<file path="config.mk">
export PLATFORM = sky130hd
export DESIGN_NAME = lcd_command_sequencer
export DESIGN_NICKNAME = d
export VERILOG_FILES = /design/src/rtl/lcd_command_sequencer.sv
export SDC_FILE = /design/constraint.sdc
export NUM_CORES = 1
export LEC_CHECK = 0
export ABC_AREA = 1
export CORE_MARGIN = 10
export CORE_UTILIZATION = 40
export CTS_CLUSTER_DIAMETER = 120
export CTS_CLUSTER_SIZE = 24
export DETAILED_ROUTE_END_ITERATION = 8
export GPL_ROUTABILITY_DRIVEN = 0
export MAX_ROUTING_LAYER = met4
export SYNTH_ARGS = -nofsm -noshare
export SYNTH_HDL_FRONTEND = slang
export SYNTH_SLANG_ARGS = --single-unit
export TNS_END_PERCENT = 30
</file>
<file path="constraint.sdc">
create_clock -name clk -period 5.7 [get_ports clk]
set_input_delay 1.71 -clock clk [delete_from_list [all_inputs] [get_ports clk]]
set_output_delay 1.71 -clock clk [all_outputs]
set_load 0.01 [all_outputs]
</file>
<file path="src/rtl/lcd_command_sequencer.sv">
// Character-LCD command sequencer: 4-bit power-on init, configuration
// list, host character/clear issue, cursor wrap and clk_cnt timebase.
module lcd_command_sequencer #(
    parameter int T_POWERUP = 750000,
    parameter int T_INIT_1  = 205000,
    parameter int T_INIT_2  = 5000,
    parameter int T_INIT_3  = 2000,
    parameter int T_E_PULSE = 12,
    parameter int T_CLEAR   = 82000
) (
    input  logic        clk,
    input  logic        reset,
    input  logic        instr_enable,
    input  logic        instr_done,
    output logic        next_instruction,
    output logic [9:0]  instr_db,
    output logic [11:0] clk_cnt,
    output logic        init_active,
    output logic [3:0]  init_sf_d,
    output logic        init_lcd_e,
    input  logic        char_valid,
    input  logic [7:0]  char_data,
    output logic        char_ready,
    input  logic        clear_req,
    output logic        ready
);

    typedef enum logic [3:0] {
        S_PWR_WAIT,
        S_NIB_SETUP,
        S_NIB_PULSE,
        S_NIB_HOLD,
        S_INIT_WAIT,
        S_CFG_ISSUE,
        S_WAIT_DONE,
        S_CLEAR_WAIT,
        S_READY
    } state_t;

    // What the outstanding instruction was, so its completion is routed
    typedef enum logic [2:0] {
        K_CFG,
        K_CHAR,
        K_CURSOR,
        K_CLEAR,
        K_HOME
    } kind_t;

    localparam logic [19:0] L_PWR   = 20'(T_POWERUP - 1);
    localparam logic [19:0] L_INIT1 = 20'(T_INIT_1 - 1);
    localparam logic [19:0] L_INIT2 = 20'(T_INIT_2 - 1);
    localparam logic [19:0] L_INIT3 = 20'(T_INIT_3 - 1);
    localparam logic [19:0] L_E     = 20'(T_E_PULSE - 1);
    localparam logic [19:0] L_CLR   = 20'(T_CLEAR - 1);

    state_t      r_state;
    kind_t       r_kind;
    logic [19:0] r_cnt;
    logic [1:0]  r_nib_idx;
    logic [2:0]  r_cfg_idx;
    logic [5:0]  r_cursor;
    logic        r_clear_pending;
    logic        r_next;
    logic [9:0]  r_db;
    logic [11:0] r_clk_cnt;
    logic        r_init_active;
    logic [3:0]  r_sf_d;
    logic        r_lcd_e;
    logic        r_char_ready;
    logic        r_ready;

    logic [19:0] w_wait_last;
    logic [3:0]  w_nib_next;
    logic [5:0]  w_cur_inc;
    logic        w_go_clear;
    logic        w_to_ready;

    function automatic logic [7:0] cfg_byte(input logic [2:0] idx);
        unique case (idx)
            3'd0:    cfg_byte = 8'h28;
            3'd1:    cfg_byte = 8'h06;
            3'd2:    cfg_byte = 8'h0C;
            3'd3:    cfg_byte = 8'h01;
            default: cfg_byte = 8'h80;
        endcase
    endfunction

    assign w_nib_next = (r_nib_idx == 2'd2) ? 4'h2 : 4'h3;
    assign w_cur_inc  = r_cursor + 6'd1;
    assign w_go_clear = r_clear_pending | (clear_req & r_ready);

    // Wait length following the current init nibble
    always_comb begin
        unique case (r_nib_idx)
            2'd0:    w_wait_last = L_INIT1;
            2'd1:    w_wait_last = L_INIT2;
            default: w_wait_last = L_INIT3;
        endcase
    end

    // A completed instruction that hands control back to the host side
    always_comb begin
        w_to_ready = 1'b0;
        if (r_state == S_WAIT_DONE && instr_done) begin
            unique case (r_kind)
                K_CHAR:
                    w_to_ready = (w_cur_inc != 6'd16) &&
                                 (w_cur_inc != 6'd32);
                K_CURSOR, K_HOME:
                    w_to_ready = 1'b1;
                default:
                    w_to_ready = 1'b0;
            endcase
        end
    end

    // Timebase for the instruction FSM: clears when idle, saturates at max
    always_ff @(posedge clk) begin
        if (reset || !instr_enable) begin
            r_clk_cnt <= 12'd0;
        end else if (r_clk_cnt != 12'hFFF) begin
            r_clk_cnt <= r_clk_cnt + 12'd1;
        end
    end

    // Init, configuration and host sequencing with registered outputs
    always_ff @(posedge clk) begin
        if (reset) begin
            r_state         <= S_PWR_WAIT;
            r_kind          <= K_CFG;
            r_cnt           <= 20'd0;
            r_nib_idx       <= 2'd0;
            r_cfg_idx       <= 3'd0;
            r_cursor        <= 6'd0;
            r_clear_pending <= 1'b0;
            r_next          <= 1'b0;
            r_db            <= 10'd0;
            r_init_active   <= 1'b1;
            r_sf_d          <= 4'h0;
            r_lcd_e         <= 1'b0;
            r_char_ready    <= 1'b0;
            r_ready         <= 1'b0;
        end else begin
            r_next <= 1'b0;
            if (r_ready && r_state != S_READY && clear_req) begin
                r_clear_pending <= 1'b1;
            end
            unique case (r_state)
                S_PWR_WAIT: begin
                    if (r_cnt == L_PWR) begin
                        r_cnt   <= 20'd0;
                        r_sf_d  <= 4'h3;
                        r_state <= S_NIB_SETUP;
                    end else begin
                        r_cnt <= r_cnt + 20'd1;
                    end
                end
                S_NIB_SETUP: begin
                    r_lcd_e <= 1'b1;
                    r_cnt   <= 20'd0;
                    r_state <= S_NIB_PULSE;
                end
                S_NIB_PULSE: begin
                    if (r_cnt == L_E) begin
                        r_lcd_e <= 1'b0;
                        r_state <= S_NIB_HOLD;
                    end else begin
                        r_cnt <= r_cnt + 20'd1;
                    end
                end
                S_NIB_HOLD: begin
                    r_sf_d  <= 4'h0;
                    r_cnt   <= 20'd0;
                    r_state <= S_INIT_WAIT;
                end
                S_INIT_WAIT: begin
                    if (r_cnt == w_wait_last) begin
                        r_cnt <= 20'd0;
                        if (r_nib_idx == 2'd3) begin
                            r_init_active <= 1'b0;
                            r_state       <= S_CFG_ISSUE;
                        end else begin
                            r_nib_idx <= r_nib_idx + 2'd1;
                            r_sf_d    <= w_nib_next;
                            r_state   <= S_NIB_SETUP;
                        end
                    end else begin
                        r_cnt <= r_cnt + 20'd1;
                    end
                end
                S_CFG_ISSUE: begin
                    r_db    <= {2'b00, cfg_byte(r_cfg_idx)};
                    r_next  <= 1'b1;
                    r_kind  <= K_CFG;
                    r_state <= S_WAIT_DONE;
                end
                S_WAIT_DONE: begin
                    if (instr_done) begin
                        unique case (r_kind)
                            K_CFG: begin
                                if (r_db[7:0] == 8'h01) begin
                                    r_cnt   <= 20'd0;
                                    r_state <= S_CLEAR_WAIT;
                                end else if (r_cfg_idx == 3'd4) begin
                                    r_cursor     <= 6'd0;
                                    r_ready      <= 1'b1;
                                    r_char_ready <= 1'b1;
                                    r_state      <= S_READY;
                                end else begin
                                    r_cfg_idx <= r_cfg_idx + 3'd1;
                                    r_db   <= {2'b00, cfg_byte(r_cfg_idx + 3'd1)};
                                    r_next <= 1'b1;
                                end
                            end
                            K_CHAR: begin
                                if (w_cur_inc == 6'd16) begin
                                    r_cursor <= 6'd16;
                                    r_db     <= 10'h0C0;
                                    r_next   <= 1'b1;
                                    r_kind   <= K_CURSOR;
                                end else if (w_cur_inc == 6'd32) begin
                                    r_cursor <= 6'd0;
                                    r_db     <= 10'h080;
                                    r_next   <= 1'b1;
                                    r_kind   <= K_CURSOR;
                                end else begin
                                    r_cursor <= w_cur_inc;
                                end
                            end
                            K_CLEAR: begin
                                r_cnt   <= 20'd0;
                                r_state <= S_CLEAR_WAIT;
                            end
                            K_HOME: begin
                                r_cursor <= 6'd0;
                            end
                            default: begin
                            end
                        endcase
                    end
                end
                S_CLEAR_WAIT: begin
                    if (r_cnt == L_CLR) begin
                        r_cnt   <= 20'd0;
                        r_next  <= 1'b1;
                        r_state <= S_WAIT_DONE;
                        if (r_kind == K_CFG) begin
                            r_cfg_idx <= r_cfg_idx + 3'd1;
                            r_db <= {2'b00, cfg_byte(r_cfg_idx + 3'd1)};
                        end else begin
                            r_db   <= 10'h080;
                            r_kind <= K_HOME;
                        end
                    end else begin
                        r_cnt <= r_cnt + 20'd1;
                    end
                end
                S_READY: begin
                    if (w_go_clear) begin
                        r_char_ready    <= 1'b0;
                        r_clear_pending <= 1'b0;
                        r_db            <= 10'h001;
                        r_next          <= 1'b1;
                        r_kind          <= K_CLEAR;
                        r_state         <= S_WAIT_DONE;
                    end else if (char_valid && r_char_ready) begin
                        r_char_ready <= 1'b0;
                        r_db         <= {2'b10, char_data};
                        r_next       <= 1'b1;
                        r_kind       <= K_CHAR;
                        r_state      <= S_WAIT_DONE;
                    end
                end
                default: begin
                    r_state <= S_PWR_WAIT;
                end
            endcase
            // A pending clear is serviced before the host gets char_ready
            if (w_to_ready) begin
                if (w_go_clear) begin
                    r_clear_pending <= 1'b0;
                    r_db            <= 10'h001;
                    r_next          <= 1'b1;
                    r_kind          <= K_CLEAR;
                    r_state         <= S_WAIT_DONE;
                end else begin
                    r_char_ready <= 1'b1;
                    r_state      <= S_READY;
                end
            end
        end
    end

    assign next_instruction = r_next;
    assign instr_db         = r_db;
    assign clk_cnt          = r_clk_cnt;
    assign init_active      = r_init_active;
    assign init_sf_d        = r_sf_d;
    assign init_lcd_e       = r_lcd_e;
    assign char_ready       = r_char_ready;
    assign ready            = r_ready;

endmodule

</file>
==> results of run 1 <==
metal layers:
layer,routed length (um),track usage
met1,6750,0.234
met3,787,0.0292
met5,0,-
met4,283,0.0668
met2,6100,0.255
state kept, by name, summed over array words and instances (netlist names):
register and flops:
next_instruction 1, init_active 1, r_kind 3, char_ready 1, instr_db 10, clk_cnt 12, r_cnt 20, ready 1
r_nib_idx 2, r_state 4, r_clear_pending 1, init_sf_d 2, init_lcd_e 1, r_cursor 6, r_cfg_idx 3
worst max path at each step:
| stage | start | endpoint | slack (ns) | cells past startpoint |
|---|---|---|---|---|
| floorplan | instr_done | r_cnt[6] | 2.87 | 9 |
| global placement | reset | clk_cnt[0] | 1.70 | 6 |
| detailed placement | reset | clk_cnt[0] | 1.64 | 6 |
| CTS | reset | clk_cnt[0] | 2.00 | 6 |
| global route | reset | clk_cnt[0] | 1.77 | 6 |
| finish | reset | clk_cnt[0] | 2.03 | 6 |
cell usage after synthesis (2+ instances only):
library cell | n | area share
nor2_1 | 94 | 0.072
buf_2 | 5 | 0.0051
nand3_4 | 3 | 0.011
nand4_2 | 2 | 0.0051
dfxtp_1 | 68 | 0.28
o21a_1 | 3 | 0.0046
nor2_4 | 2 | 0.0046
nand2_4 | 5 | 0.012
nand2_2 | 7 | 0.0090
a21oi_1 | 51 | 0.052
o31ai_1 | 2 | 0.0031
o211ai_1 | 5 | 0.0077
nand4_1 | 17 | 0.022
buf_4 | 3 | 0.0046
inv_4 | 2 | 0.0026
inv_2 | 12 | 0.0093
nor4_1 | 3 | 0.0039
nand3_2 | 3 | 0.0062
xnor2_1 | 3 | 0.0054
xor2_1 | 18 | 0.032
nand2_1 | 194 | 0.15
nor3_2 | 2 | 0.0041
nand3_1 | 58 | 0.060
o21ai_1 | 11 | 0.011
a211oi_1 | 4 | 0.0062
nor3_1 | 16 | 0.016
clkbuf_1 | 4 | 0.0031
o22ai_1 | 2 | 0.0026
or2_1 | 2 | 0.0026
nand3b_1 | 3 | 0.0046
nor2_2 | 17 | 0.022
inv_1 | 86 | 0.066
o21ai_0 | 26 | 0.027
ha_1 | 14 | 0.036
buf_6 | 3 | 0.0069
a31oi_1 | 2 | 0.0026
o2111ai_1 | 2 | 0.0036
cells by family (layout without fill, tap and decap cells):
family | after synthesis | in the layout
other cells | 1 | 2
buf+inv | 117 | 159
simple gates | 433 | 433
flops | 68 | 68
fa+ha+maj | 14 | 14
xor+xnor | 21 | 21
compound gates | 113 | 113
per-stage QoR:
| step | cell area [sq um] | hold WS (ns) | cells |
|---|---|---|---|
| after CTS | 5720 | 0.443 | 957 |
| after global routing | 5720 | 0.474 | 957 |
| final | 5720 | 0.437 | 957 |
| after floorplan | 4870 | 0.461 | 768 |
| after detailed placement | 5370 | 0.435 | 941 |
| after global placement | 5370 | 0.441 | 941 |
area by class of cell:
| cell class | count | share of cell area |
|---|---|---|
| multi-input cells | 583 | 0.528 |
| well taps | 147 | 0.0321 |
| inverters | 101 | 0.0671 |
| clock inverters | 6 | 0.0195 |
| flip-flops and latches | 68 | 0.238 |
| repair buffers | 42 | 0.0734 |
| clock buffers | 10 | 0.0417 |
tightest hold or removal path, stage by stage (launching register included):
cell	delay (ns)
dfxtp_1	0.31
nand2_1	0.06
nor2_1	0.03
power by group:
part / switching, mW / internal (mW) / leakage [nW] / total, mW
clock: 0.221 / 0.439 / 0.169 / 0.660
combinational: 0.396 / 0.203 / 1.69 / 0.600
sequential: 0.0498 / 0.519 / 0.551 / 0.569
total: 0.667 / 1.16 / 2.41 / 1.83
==> impl_metrics.json, run 1 <==
{
  "status": "completed",
  "hold_buffers": 0,
  "critical_path_class": "primary input to register",
  "fillers": 1213,
  "syn_to_final_growth_pct": 17.6,
  "tightest_slew_ns": 0.747,
  "core-area_sq_mm": 0.0120,
  "dp_worst_setup_slack_ns": 1.64,
  "drtPass1Iterations": 6,
  "routed-via-count": 5041,
  "cts.clk_slew.worst_paths_ns": 0.06,
  "setup_ws_ns": 2.03,
  "min_period_over_period": 0.644,
  "critPathArrivalTime_ns": 3.94,
  "final_common_cell": "nand2_1",
  "fmax_mhz": 273,
  "cts_setup_buffers": 0,
  "hold_end": "instr_db[8]",
  "synth_edf_count": 0,
  "die_area_sq_mm": 0.0170,
  "ys_seq_area_frac": 0.280,
  "ys_warn_count": 0,
  "fin_util": 0.479,
  "synth_mux_area_frac": 0,
  "antenna_found_initial": 0,
  "grt_max_degree": 19,
  "grt_overflow": 0,
  "fp.dieH_um": 130,
  "ctsRootBufferMaster": "clkbuf_16",
  "power_density_mw_per_mm2": 320,
  "track_usage": 0.174,
  "setup_tns_ns": 0,
  "ctsResizeCount": 0,
  "path_max_fanout": 18,
  "finalSetupViolCount": 0,
  "yosys_register_bits": 68,
  "total_power_mw": 1.83,
  "synthFlopType": "dfxtp_1",
  "rr_worst_depth": 10,
  "nNetsFinal": 833,
  "r2r-start": "r_cfg_idx[0]",
  "synth_compound_area_frac": 0.130,
  "cts_buffer_depth": 2,
  "r2r_end": "r_cursor[0]",
  "antenna_cells": 0,
  "wire_per_inst_um": 14.5,
  "multiInputGateArea_sq_mm": 0.00302,
  "rsz0062_at_grt": "false",
  "holdCritStartpoint": "instr_db[8]",
  "synth_cell_type_count": 50,
  "skew_ns": 0.00706,
  "p_leak_nw": 2.41,
  "cp.required_ns": 5.97,
  "grt_pass1_vias": 4743,
  "postSynthAreaPerCell_sq_um": 6.35,
  "synth_simple_gate_area_frac": 0.416,
  "final_cell_mix": "194 x nand2_1, 94 x nor2_1, 86 x inv_1, 68 x dfxtp_1, 58 x nand3_1",
  "cpLargestDelayFamily": "buffers and inverters",
  "ir_worst_vdd_mv": 0.167,
  "drc": 0,
  "totalWireLength_um": 13900,
  "hpwlAfterDp_um": 10600,
  "fin_crit_ns": 3.67,
  "regArea_sq_mm": 0.00136,
  "worstSkewPairLatency_ns": 0.34,
  "netlist_area_sq_mm": 0.00487,
  "synth_fa_ha_area_frac": 0.0360,
  "ant_nets": 0,
  "cts_sinks": 68,
  "initial_core_util": 0.407,
  "drive_above_1_share": 0.0926,
  "crit_path_frequent_cell": "inv_1",
  "port_buffers": 42,
  "netlist_instances": 767,
  "yosys.area_share.xor_xnor": 0.0378,
  "hold_viol_final": 0,
  "synthArstFlopShare": 0,
  "crit_path_top_delay_cell": "clkdlybuf4s50_1",
  "cts_htree_levels": 3,
  "worst_path_largest_cell_delay_ns": 0.79,
  "r2r_setup_slack_ns": 3.20,
  "die_x_um": 130,
  "via_per_inst": 5.27,
  "crit_buf_inv": 3,
  "ios": 45,
  "drtIter0Drc": 536,
  "num_rows": 40,
  "synth_top_family_by_area": "simple AND/OR/NAND/NOR gates",
  "drv_slew": 0,
  "grt_pass1_wl_um": 23200,
  "cap_violations": 0,
  "endpoint_kind": "register",
  "cts_tree": "built",
  "start_kind": "primary input",
  "numCtsBuffers": 9,
  "worstPathCellList": "clkdlybuf4s50_1 > inv_1 > nand2_1 > inv_1 > o21ai_0 > a21oi_1",
  "relSlewSlack": 0.501,
  "hold_depth": 2,
  "min_path_type": "register to register"
}
Note: power is estimated with default switching activity, not from simulation.
==> run 2: changes to the inputs <==
==> constraint.sdc (replaced) <==
create_clock -name clk -period 3.44 [get_ports clk]
set_input_delay 1.032 -clock clk [delete_from_list [all_inputs] [get_ports clk]]
set_output_delay 1.032 -clock clk [all_outputs]
set_load 0.01 [all_outputs]
==> impl_metrics.json, run 2 (same netlist as run 1, synthesis figures left out) <==
{
  "track_usage": 0.178,
  "die_x_um": 130,
  "wire_per_inst_um": 14.8,
  "via_per_inst": 5.33,
  "cts_htree_levels": 3,
  "status": "completed",
  "drtPass1Iterations": 5,
  "antenna_cells": 0,
  "ios": 45,
  "critPathArrivalTime_ns": 2.92,
  "p_leak_nw": 2.40,
  "num_rows": 40,
  "core-area_sq_mm": 0.0120,
  "port_buffers": 42,
  "setup_tns_ns": 0,
  "initial_core_util": 0.407,
  "tightest_slew_ns": 0.503,
  "die_area_sq_mm": 0.0170,
  "grt_overflow": 0,
  "nNetsFinal": 836,
  "r2r-start": "r_nib_idx[0]",
  "drc": 0,
  "path_max_fanout": 13,
  "fin_util": 0.475,
  "hold_end": "instr_db[8]",
  "cts_sinks": 68,
  "r2r_end": "r_cnt[8]",
  "start_kind": "primary input",
  "grt_pass1_vias": 4842,
  "finalSetupViolCount": 0,
  "worstSkewPairLatency_ns": 0.35,
  "cts.clk_slew.worst_paths_ns": 0.06,
  "ctsRootBufferMaster": "clkbuf_16",
  "cts_buffer_depth": 2,
  "grt_pass1_wl_um": 23600,
  "holdCritStartpoint": "instr_db[8]",
  "hpwlAfterDp_um": 11000,
  "syn_to_final_growth_pct": 16.7,
  "cts_tree": "built",
  "antenna_found_initial": 0,
  "min_path_type": "register to register",
  "rsz0062_at_grt": "false",
  "r2r_setup_slack_ns": 1.04,
  "rr_worst_depth": 13,
  "routed-via-count": 5109,
  "regMostFlops": "r_cnt",
  "hold_viol_final": 0,
  "ir_worst_vdd_mv": 0.315,
  "drv_slew": 0,
  "power_density_mw_per_mm2": 504,
  "numCtsBuffers": 9,
  "hold_depth": 2,
  "drive_above_1_share": 0.0924,
  "fin_crit_ns": 2.69,
  "fmax_mhz": 372,
  "cp.required_ns": 3.67,
  "cts_setup_buffers": 0,
  "skew_ns": 0.0126,
  "final_cell_mix": "194 x nand2_1, 94 x nor2_1, 86 x inv_1, 68 x dfxtp_1, 58 x nand3_1",
  "min_period_over_period": 0.781,
  "ant_nets": 0,
  "grt_max_degree": 18,
  "largest_register_ffs": 20,
  "ctsResizeCount": 0,
  "drtIter0Drc": 369,
  "final_common_cell": "nand2_1",
  "relSlewSlack": 0.662,
  "totalWireLength_um": 14200,
  "cap_violations": 0,
  "endpoint_kind": "register",
  "critical_path_class": "primary input to register",
  "hold_buffers": 0,
  "fp.dieH_um": 130
}
-- run 2: routing by layer --
layer | up-vias | global-route usage | part of all wire
met2 | 178 | 0.260 | 0.43
met1 | 2329 | 0.234 | 0.47
li1 | 2575 | - | -
met4 | 0 | 0.0728 | 0.024
met3 | 27 | 0.0377 | 0.069
met5 | - | - | 0
-- run 2: critical path: stages --
cell,delay [ns]
clkdlybuf4s50_1,0.60
inv_1,0.20
nand2_4,0.15
and3_1,0.22
nand3_4,0.13
buf_4,0.21
nor2_1,0.12
xor2_1,0.20
nor2_2,0.05
-- run 2: how the worst max path moves through the flow --
stage,from,end,depth (start not counted)
after floorplan,instr_done,r_cnt[6],9
after global placement,instr_done,r_cnt[8],10
after detailed placement,instr_done,r_cnt[4],9
after CTS,instr_done,r_cnt[4],9
after global routing,instr_done,r_cnt[8],10
final,instr_done,r_cnt[7],9
-- run 2: area by class of cell --
| class | count | area [sq um] |
|---|---|---|
| Fill cell | 1226 | 6280 |
| Clock inverter | 4 | 51.3 |
| Multi-Input combinational cell | 583 | 3020 |
| Inverter | 101 | 384 |
| Clock buffer | 11 | 233 |
| Sequential cell | 68 | 1360 |
| Tap cell | 147 | 184 |
| Timing Repair Buffer | 45 | 443 |
-- run 2: per-stage QoR --
step / setup slack [ns] / cells / hold slack, ns / instance area, sq um / power [mW]
after floorplan: 1.29 / 768 / 0.461 / 4870 / 1.68
final: 0.753 / 959 / 0.443 / 5680 / 2.86
after global routing: 0.639 / 959 / 0.470 / 5680 / 3.07
after detailed placement: 0.411 / 944 / 0.436 / 5400 / 1.95
after CTS: 0.771 / 959 / 0.445 / 5680 / 2.88
after global placement: 0.525 / 944 / 0.433 / 5400 / 1.94
-- run 2: report_power, final --
group          internal, mW  switching (mW)  leakage, nW
sequential            0.861          0.0871        0.551
clock                 0.558           0.359        0.136
combinational         0.345           0.655         1.71
